$ cat src/rtl/axis_axil_master.sv
// Byte-stream to AXI-Lite bridge: parses opcode/address/data bytes, issues one
// AXI-Lite transaction at a time and streams back a status byte plus read data.
module axis_axil_master #(
  parameter int AXIL_ADDR_WIDTH = 32,
  parameter int AXIL_DATA_WIDTH = 32
) (
  input  logic                         clk_i,
  input  logic                         arst_i,
  input  logic [7:0]                   s_axis_tdata,
  input  logic                         s_axis_tvalid,
  output logic                         s_axis_tready,
  output logic [7:0]                   m_axis_tdata,
  output logic                         m_axis_tvalid,
  input  logic                         m_axis_tready,
  output logic                         m_axis_tlast,
  output logic [AXIL_ADDR_WIDTH-1:0]   m_axil_awaddr,
  output logic                         m_axil_awvalid,
  input  logic                         m_axil_awready,
  output logic [AXIL_DATA_WIDTH-1:0]   m_axil_wdata,
  output logic [AXIL_DATA_WIDTH/8-1:0] m_axil_wstrb,
  output logic                         m_axil_wvalid,
  input  logic                         m_axil_wready,
  input  logic [1:0]                   m_axil_bresp,
  input  logic                         m_axil_bvalid,
  output logic                         m_axil_bready,
  output logic [AXIL_ADDR_WIDTH-1:0]   m_axil_araddr,
  output logic                         m_axil_arvalid,
  input  logic                         m_axil_arready,
  input  logic [AXIL_DATA_WIDTH-1:0]   m_axil_rdata,
  input  logic [1:0]                   m_axil_rresp,
  input  logic                         m_axil_rvalid,
  output logic                         m_axil_rready
);

  localparam int AB   = AXIL_ADDR_WIDTH / 8;
  localparam int DB   = AXIL_DATA_WIDTH / 8;
  localparam int MAXB = (AB > DB) ? AB : DB;
  localparam int CW   = $clog2(MAXB) + 1;
  localparam logic [CW-1:0] AB_LAST = CW'(AB - 1);
  localparam logic [CW-1:0] DB_LAST = CW'(DB - 1);

  typedef enum logic [3:0] {
    S_IDLE, S_ADDR, S_DATA, S_WR_REQ, S_WR_RESP,
    S_RD_REQ, S_RD_RESP, S_TX_STAT, S_TX_DATA
  } state_t;

  state_t                       state_q, state_d;
  logic [CW-1:0]                cnt_q, cnt_d;
  logic                         is_rd_q, is_rd_d;
  logic [AXIL_ADDR_WIDTH-1:0]   addr_q, addr_d;
  logic [AXIL_DATA_WIDTH-1:0]   wdata_q, wdata_d;
  logic [AXIL_DATA_WIDTH-1:0]   rdata_q, rdata_d;
  logic [7:0]                   stat_q, stat_d;
  logic                         aw_done_q, aw_done_d;
  logic                         w_done_q, w_done_d;
  logic                         s_fire, m_fire, aw_ok, w_ok;

  // Input is gated by reset so no byte can be taken while the bridge is held.
  assign s_axis_tready = !arst_i &&
                         (state_q == S_IDLE || state_q == S_ADDR || state_q == S_DATA);
  assign s_fire        = s_axis_tvalid && s_axis_tready;

  assign m_axis_tvalid = (state_q == S_TX_STAT) || (state_q == S_TX_DATA);
  assign m_fire        = m_axis_tvalid && m_axis_tready;
  assign m_axis_tdata  = (state_q == S_TX_DATA) ? rdata_q[AXIL_DATA_WIDTH-1 -: 8] : stat_q;
  assign m_axis_tlast  = (state_q == S_TX_STAT && !is_rd_q) ||
                         (state_q == S_TX_DATA && cnt_q == DB_LAST);

  assign m_axil_awaddr  = addr_q;
  assign m_axil_araddr  = addr_q;
  assign m_axil_wdata   = wdata_q;
  assign m_axil_wstrb   = '1;
  assign m_axil_awvalid = (state_q == S_WR_REQ) && !aw_done_q;
  assign m_axil_wvalid  = (state_q == S_WR_REQ) && !w_done_q;
  assign m_axil_bready  = (state_q == S_WR_RESP);
  assign m_axil_arvalid = (state_q == S_RD_REQ);
  assign m_axil_rready  = (state_q == S_RD_RESP);

  assign aw_ok = aw_done_q || m_axil_awready;
  assign w_ok  = w_done_q || m_axil_wready;

  always_comb begin
    state_d   = state_q;
    cnt_d     = cnt_q;
    is_rd_d   = is_rd_q;
    addr_d    = addr_q;
    wdata_d   = wdata_q;
    rdata_d   = rdata_q;
    stat_d    = stat_q;
    aw_done_d = aw_done_q;
    w_done_d  = w_done_q;

    case (state_q)
      S_IDLE: begin
        if (s_fire) begin
          if (s_axis_tdata == 8'h01 || s_axis_tdata == 8'h02) begin
            is_rd_d = (s_axis_tdata == 8'h02);
            state_d = S_ADDR;
          end else begin
            is_rd_d = 1'b0;
            stat_d  = 8'hFF;
            state_d = S_TX_STAT;
          end
        end
      end
      S_ADDR: begin
        if (s_fire) begin
          addr_d = (addr_q << 8) | AXIL_ADDR_WIDTH'(s_axis_tdata);
          if (cnt_q == AB_LAST) state_d = is_rd_q ? S_RD_REQ : S_DATA;
          else                  cnt_d   = cnt_q + 1'b1;
        end
      end
      S_DATA: begin
        if (s_fire) begin
          wdata_d = (wdata_q << 8) | AXIL_DATA_WIDTH'(s_axis_tdata);
          if (cnt_q == DB_LAST) state_d = S_WR_REQ;
          else                  cnt_d   = cnt_q + 1'b1;
        end
      end
      S_WR_REQ: begin
        // Address and data channels complete independently, in either order.
        aw_done_d = aw_ok;
        w_done_d  = w_ok;
        if (aw_ok && w_ok) begin
          aw_done_d = 1'b0;
          w_done_d  = 1'b0;
          state_d   = S_WR_RESP;
        end
      end
      S_WR_RESP: begin
        if (m_axil_bvalid) begin
          stat_d  = {6'b0, m_axil_bresp};
          state_d = S_TX_STAT;
        end
      end
      S_RD_REQ: begin
        if (m_axil_arready) state_d = S_RD_RESP;
      end
      S_RD_RESP: begin
        if (m_axil_rvalid) begin
          rdata_d = m_axil_rdata;
          stat_d  = {6'b0, m_axil_rresp};
          state_d = S_TX_STAT;
        end
      end
      S_TX_STAT: begin
        if (m_fire) state_d = is_rd_q ? S_TX_DATA : S_IDLE;
      end
      S_TX_DATA: begin
        // Shift so the next byte always sits at the top; stable while stalled.
        if (m_fire) begin
          rdata_d = rdata_q << 8;
          if (cnt_q == DB_LAST) state_d = S_IDLE;
          else                  cnt_d   = cnt_q + 1'b1;
        end
      end
      default: state_d = S_IDLE;
    endcase

    if (state_d != state_q) cnt_d = '0;
  end

  always_ff @(posedge clk_i or posedge arst_i) begin
    if (arst_i) begin
      state_q   <= S_IDLE;
      cnt_q     <= '0;
      is_rd_q   <= 1'b0;
      addr_q    <= '0;
      wdata_q   <= '0;
      rdata_q   <= '0;
      stat_q    <= '0;
      aw_done_q <= 1'b0;
      w_done_q  <= 1'b0;
    end else begin
      state_q   <= state_d;
      cnt_q     <= cnt_d;
      is_rd_q   <= is_rd_d;
      addr_q    <= addr_d;
      wdata_q   <= wdata_d;
      rdata_q   <= rdata_d;
      stat_q    <= stat_d;
      aw_done_q <= aw_done_d;
      w_done_q  <= w_done_d;
    end
  end

endmodule

$ cat config.mk
export PLATFORM = sky130hd
export DESIGN_NAME = axis_axil_master
export DESIGN_NICKNAME = d
export VERILOG_FILES = /design/src/rtl/axis_axil_master.sv
export SDC_FILE = /design/constraint.sdc
export NUM_CORES = 1
export LEC_CHECK = 0
export ABC_AREA = 1
export CAP_MARGIN = 10
export CORE_MARGIN = 2
export CORE_UTILIZATION = 50
export CTS_CLUSTER_DIAMETER = 120
export DETAILED_ROUTE_END_ITERATION = 7
export MAX_ROUTING_LAYER = met4
export PLACE_DENSITY_LB_ADDON = 0.25
export SLEW_MARGIN = 0
export SYNTH_ARGS = -nofsm -noshare
export SYNTH_HDL_FRONTEND = slang
export SYNTH_SLANG_ARGS = --single-unit
$ cat constraint.sdc
create_clock -name clk_i -period 6.5 [get_ports clk_i]
set_clock_uncertainty 0.05 [all_clocks]
set_input_delay 1.3 -clock clk_i [delete_from_list [all_inputs] [get_ports clk_i]]
set_output_delay 1.3 -clock clk_i [all_outputs]
set_load 0.01 [all_outputs]
-- After elaboration in Yosys (flattened, before gate mapping)
Cells that the tools add are included.
- bits in registers: 114
- output and inout bits: 116
- logic and storage cells: 94
- input port bits: 53
- muxes and demuxes: 33
- $add $sub $neg: 1
- eq/ne operators: 19
- bitwise logic cells: 2
- reduce and logical (&&, ||, !) cells: 30
- operators by type and width (cell ; count):
    32-bit two-way mux ; 2
    32-bit by 8-bit bitwise OR with 32-bit output ; 2
    32-bit case mux with 2 select lines ; 1
    4-bit two-way mux ; 13
    8-bit two-way mux ; 5
    4-bit case mux with 9 select lines ; 1
    8-bit case mux with 3 select lines ; 1
    3-bit two-way mux ; 6
    4-bit by 3-bit == test with 1-bit output, second input constant ; 4
    2-bit != test, second input constant ; 5
    4-bit by 2-bit == test with 1-bit output, second input constant ; 2
    8-bit by 1-bit == test with 1-bit output, second input constant ; 1
    8-bit by 2-bit == test with 1-bit output, second input constant ; 1
    1-bit logical AND ; 8
    1-bit logical OR ; 7
    3-bit case mux with 2 select lines ; 1
    2-bit AND reduction ; 3
    3-bit AND reduction ; 2
    3-bit nonzero test ; 2
    5-bit AND reduction ; 1
    4-bit by 1-bit == test with 1-bit output, second input constant ; 1
    4-bit == test, second input constant ; 1
    1-bit zero test ; 4
    4-bit zero test ; 1
    8 further kinds ; 10

-- Logic depth before layout (Yosys ltp)
Gate-level depths: netlist of the first run.
- word-level depth: 10
- depth in mapped cells: 12
- gate-level depth less buffers: 12

-- Worst setup path before layout of the first run
OpenSTA, ideal clock, no wires.
- path type: input to output
- start: in arst_i
- end: out s_axis_tready
- data arrival time: 3.964 ns
- data required time: 5.150 ns
- cell stages on the path: 3
- buffers on the path: 0
- setup slack: 1.186 ns
- cells stage by stage: inv_1 nand3_1 inv_1
- word-level cells in the longest chain between the ends: 2
- ends and longest elaborated chain (item ; RTL line ; RTL):
    start, declared ; 8 ; input logic arst_i,
    1-bit zero test (no source line) ; - ;
    1-bit logical AND ; 59 ; assign s_axis_tready = !arst_i &&
    end, declared ; 11 ; output logic s_axis_tready,
Every way passes these cells.

-- Worst setup path in the final report of the first run
Same ends and word-level chain as after synthesis.

==> impl_metrics.tcl, run 1 <==
set metrics [dict create \
    status "completed" \
    crit_path_end_kind "output pin" \
    row_count 37 \
    yosys-top-cells-area "dfrtp_1 52%, nand2_1 6.7%, buf_4 5.5%" \
    cpMaxStageDelayCell "clkdlybuf4s50_1" \
    power_density_nw_per_um2 391 \
    antenna_found_initial 0 \
    via_per_inst 5.00 \
    ys_ff_latch 109 \
    ys_seq_area_frac 0.524 \
    min_path_type "reg2reg" \
    coreArea_um2 10200 \
    rsz0062_at_grt "false" \
    die_x_um 106 \
    cp.required_ns 5.15 \
    fin_crit_sh 0.630 \
    crit_chain "clkdlybuf4s50_1 -> inv_4 -> nand3_1 -> inv_1 -> clkdlybuf4s50_1" \
    drcViolationCount 0 \
    dp_hpwl_um 8690 \
    track_usage 0.217 \
    async_flop_share 1.00 \
    ir_drop_mv 0.178 \
    fin_nets 740 \
    root_buffer "clkbuf_8" \
    port_buffers 164 \
    first_iter_violations 213 \
    wl_um 11600 \
    p_leak_nw 3.17 \
    cp_data_arrival_time_ns 2.74 \
    ant_nets 0 \
    worst_skew_pair.late_latency_ns 0.37 \
    cts_buffers 9 \
    holdBufCountCts 0 \
    drv_slew 0 \
    synth_largest_area_cell "dfrtp_1" \
    syn_inst 564 \
    synth_ff_type "dfrtp_1" \
    synth_edf_count 0 \
    critPathMaxStageDelay_ns 0.52 \
    syn_to_final_growth_pct 31.4 \
    globalplace.congestion 0.856 \
    fmax_mhz 244 \
    grt_overflow 0 \
    fp.dieH_um 106 \
    ios 169 \
    cts.sinks 109 \
    worstSetupPathType "in2out" \
    fin_crit_ns 4.09 \
    worst_slew_pin_slew_ns 1.04 \
    stdcell_count 824 \
    grt_max_degree 84 \
    drt_first_pass_iters 4 \
    cp-start-kind "input port" \
    placed_cells 810 \
    max_slew_margin 0.307 \
    yosysUniqueCellTypes 33 \
    wl_per_cell_um 14.1 \
    netlist_top_cells_count "109 x dfrtp_1, 93 x nand2_1, 73 x inv_1" \
    cts_resized 0 \
    n_antenna_cell 0 \
    final_cell_area_um2 6840 \
    finalSetupViolations 0 \
    syn_area_um2 5210 \
    yosys_warnings 0 \
    placedInstanceArea_um2 6670 \
    clk_path_buf_depth 2 \
    crit_top_cell "clkdlybuf4s50_1" \
    cts_post_setup_buffers_inserted 0 \
    path_max_fanout 29 \
    synth_top_area_share 0.524 \
    drv_cap 0 \
    cts_tree "yes" \
    finalCoreUtilization 0.669 \
    initial_core_util 0.509 \
    setup_tns_ns 0 \
    h-tree-depth 3 \
    via_count 4117 \
    first_global_vias 3844 \
    synth.avg_cell_area_um2 9.23 \
    drive_above_1_share 0.0959 \
    path_clk_slew_ns 0.09 \
    die-area_um2 11200 \
    finalHoldViolCount 0 \
    grt_pass1_wl_um 18700 \
    synth_most_common_cell "dfrtp_1" \
]
## per-stage QoR
stage	power (mW)	setup WS [ns]	hold WS, ns
global route	2.86	2.25	0.452
detailed placement	2.31	2.36	0.417
finish	2.67	2.41	0.443
CTS	2.70	2.36	0.441
floorplan	1.75	1.19	0.392
global placement	2.27	2.37	0.414
## critical path: cells and delay by family
family | cells | cell delay, ns
simple gates | 1 | 0.12
buf+inv | 4 | 1.31
## power by group
part / total, mW / internal, mW / leakage (nW) / switching [mW]
sequential: 1.10 / 0.936 / 1.40 / 0.164
clock: 0.390 / 0.173 / 0.0947 / 0.217
combinational: 1.18 / 0.588 / 1.68 / 0.595
total: 2.67 / 1.70 / 3.17 / 0.976
## area by class of cell
cell class,count,area (um2)
fillers,842,3390
clock inverters,5,53.8
repair buffers,166,1660
well taps,136,170
inverters,83,314
multi-input cells,316,1800
flip-flops and latches,109,2730
clock buffers,9,124
## per-layer routing
layer  share of wire  wire [um]  vias to the layer above  global-route usage
met5               0          0                        -                   -
li1                -          -                     2026                   -
met2            0.48       5600                      138               0.359
met3           0.050        587                       15              0.0362
met4           0.012        145                        0              0.0583
met1            0.46       5320                     1938               0.281
## cell families after synthesis
group,count (synthesis),synth area share
AOI/OAI and AO/OA,115,0.125
xor gates and xnor gates,2,0.00337
adders and majority gates,2,0.00481
buffers and inverters,142,0.134
DFF,109,0.524
muxes,30,0.0649
other,1,0.000720
and+or+nand+nor,163,0.144
## sequential cells by signal (all words and copies together), names as in the netlist
register and cells:
m_axil_araddr 32, m_axil_wdata 32, rdata_q 32, state_q 4, cnt_q 3, stat_q 3, aw_done_q 1, is_rd_q 1
w_done_q 1
## cells in the final DEF (no fill, tap or decap), types with 2 or more instances in the layout
master,instances
clkdlybuf4s50_1,164
dfrtp_1,109
nand2_1,92
inv_1,72
o21ai_0,37
o21ai_1,31
nor2_1,29
o211ai_1,24
mux2_2,22
nand3_1,20
a21oi_1,18
inv_2,10
clkbuf_8,9
mux2_1,8
nand2_2,4
nor3_2,4
conb_1,4
nand4_1,3
nand3_2,3
clkinv_2,3
nor2_4,2
nor2_2,2
nor3_1,2
ha_1,2
buf_4,2
## path summary, 6_finish.rpt
kind,slack [ns],to,depth (start not counted),start
worst max-delay path,2.41,s_axis_tready,5,arst_i
worst min-delay path,0.44,m_axil_wdata[31]$_DFFE_PP0P_,1,m_axil_wdata[31]$_DFFE_PP0P_
worst max register to register,3.69,rdata_q[12]$_DFFE_PP0P_,8,state_q[0]$_DFF_PP0_
worst min register to register,0.44,m_axil_wdata[31]$_DFFE_PP0P_,1,m_axil_wdata[31]$_DFFE_PP0P_
max in group asynchronous,3.83,m_axil_araddr[11]$_DFFE_PP0P_,3,arst_i
min in group asynchronous,1.21,m_axil_wdata[24]$_DFFE_PP0P_,2,arst_i
No activity file was read; power rests on OpenSTA's default activity.
==> run 2, diff against run 1 <==
Settings changed: CORE_UTILIZATION 50 to 46.
Clock period 6.5 ns to 4.05 ns, I/O delays scaled along.
==> run 2 against run 1 <==
Die area rose by 8.4%. Sequential power is 62% higher. Global-route usage is 0.65 points lower. Clock power up 150%. Critical path type is now reg2out.
==> impl_metrics.tcl, run 2 (synthesized netlist as in run 1, its figures left out) <==
set metrics [dict create \
    finalHoldViolCount 0 \
    grt_pass1_wl_um 19300 \
    timing.hold.ws_ns 0.436 \
    dp_hpwl_um 8820 \
    reg2reg_setup_slack_ns 1.29 \
    wl_um 12000 \
    drv_slew 0 \
    row_count 38 \
    via_per_inst 4.97 \
    final_common_cell "clkdlybuf4s50_1" \
    cp-start-kind "flip-flop" \
    rsz0062_at_grt "false" \
    antenna_found_initial 0 \
    cts_post_setup_buffers_inserted 0 \
    globalplace.congestion 0.940 \
    ant_nets 0 \
    drcViolationCount 0 \
    die-area_um2 12200 \
    power_density_nw_per_um2 659 \
    syn_to_final_growth_pct 35.1 \
    cts.sinks 109 \
    root_buffer "clkbuf_16" \
    cts_buffers 9 \
    initial_core_util 0.476 \
    wl_per_cell_um 14.3 \
    worstSetupPathType "reg2out" \
    first_global_vias 3934 \
    status "completed" \
    crit_path_end_kind "output pin" \
    drv_cap 0 \
    port_buffers 164 \
    cts_resized 0 \
    finalCoreUtilization 0.643 \
    min_path_cells 2 \
    die_x_um 110 \
    cp.required_ns 3.19 \
    path_clk_slew_ns 0.07 \
    min_path_type "reg2reg" \
    worst_slew_pin_slew_ns 1.01 \
    via_count 4144 \
    setup_tns_ns 0 \
    total_power_mw 4.64 \
    min_to "stat_q[6]$_DFFE_PP0P_" \
    finalSetupViolations 0 \
    path_max_fanout 21 \
    regToRegStartpoint "state_q[1]$_DFF_PP0_" \
    fin_crit_sh 0.882 \
    cts_tree "yes" \
    ios 169 \
    max_slew_margin 0.326 \
    multi_input_area_um2 1800 \
    first_iter_violations 272 \
    cp_data_arrival_time_ns 2.71 \
    seqCellArea_um2 2730 \
    fill_cells 920 \
    fin_nets 744 \
    track_usage 0.211 \
    grt_max_degree 82 \
    coreArea_um2 10900 \
    p_leak_nw 3.25 \
    holdBufCountCts 0 \
    drive_above_1_share 0.104 \
    h-tree-depth 3 \
    worst_skew_pair.late_latency_ns 0.34 \
    ir_drop_mv 0.353 \
    fp.dieH_um 110 \
    drt_first_pass_iters 4 \
    fmax_mhz 280 \
    hold_start "stat_q[6]$_DFFE_PP0P_" \
    fin_crit_ns 3.57 \
    clk_path_buf_depth 2 \
    grt_overflow 0 \
    worstReg2RegEnd "rdata_q[21]$_DFFE_PP0P_" \
    n_antenna_cell 0 \
    r2r_cells 8 \
    final_cell_mix "164 x clkdlybuf4s50_1, 109 x dfrtp_1, 92 x nand2_1" \
]
[run 2: cell types whose count changed in the layout (fill, tap and decap cells not counted), sizes merged]
cell | before | now
clkinv | 4 | 2
bufinv | 1 | 2
clkinvlp | 0 | 2
clkbuf | 9 | 10
buf | 2 | 6
[run 2: power breakdown]
part / leakage [nW] / internal [mW] / switching, mW
Clock: 0.159 / 0.564 / 0.401
Combinational: 1.69 / 0.947 / 0.951
Sequential: 1.40 / 1.50 / 0.272
[run 2: worst max-delay path by stage]
| stage | startpoint | to | cells after the start |
|---|---|---|---|
| finish | state_q[1]$_DFF_PP0_ | m_axis_tdata[6] | 7 |
| detailed placement | arst_i | cnt_q[0]$_DFFE_PP0P_ | 12 |
| floorplan | arst_i | m_axil_wdata[10]$_DFFE_PP0P_ | 6 |
| global route | state_q[1]$_DFF_PP0_ | m_axis_tdata[6] | 7 |
| CTS | state_q[1]$_DFF_PP0_ | m_axis_tdata[6] | 7 |
| global placement | state_q[1]$_DFF_PP0_ | m_axis_tdata[6] | 7 |
[run 2: through the flow]
step / std cells / area, um2 / setup WS, ns
final: 834 / 7030 / 0.480
after global routing: 834 / 7030 / 0.220
after CTS: 834 / 7030 / 0.455
after detailed placement: 818 / 6700 / 0.827
after global placement: 818 / 6700 / 0.857
after floorplan: 567 / 5220 / 0.307
[run 2: area by class of cell]
type	count	share of cell area
well taps	140	0.0249
clock buffers	10	0.0340
multi-input cells	316	0.255
clock inverters	6	0.0133
repair buffers	170	0.240
inverters	83	0.0448
flip-flops and latches	109	0.388
[run 2: per-layer routing]
layer	GRT usage	vias to the layer above	share of wire
li1	-	2055	-
met1	0.275	1950	0.44
met2	0.340	135	0.49
met3	0.0464	4	0.069
met4	0.0464	0	0.0035
met5	-	-	0
[run 2: critical path, stage by stage, from the launching register on]
cell,delay [ns]
dfrtp_1,0.45
inv_2,0.11
nand2_1,0.16
nor3_4,0.05
inv_1,0.48
nand2_1,0.31
o21ai_0,0.20
clkdlybuf4s50_1,0.59
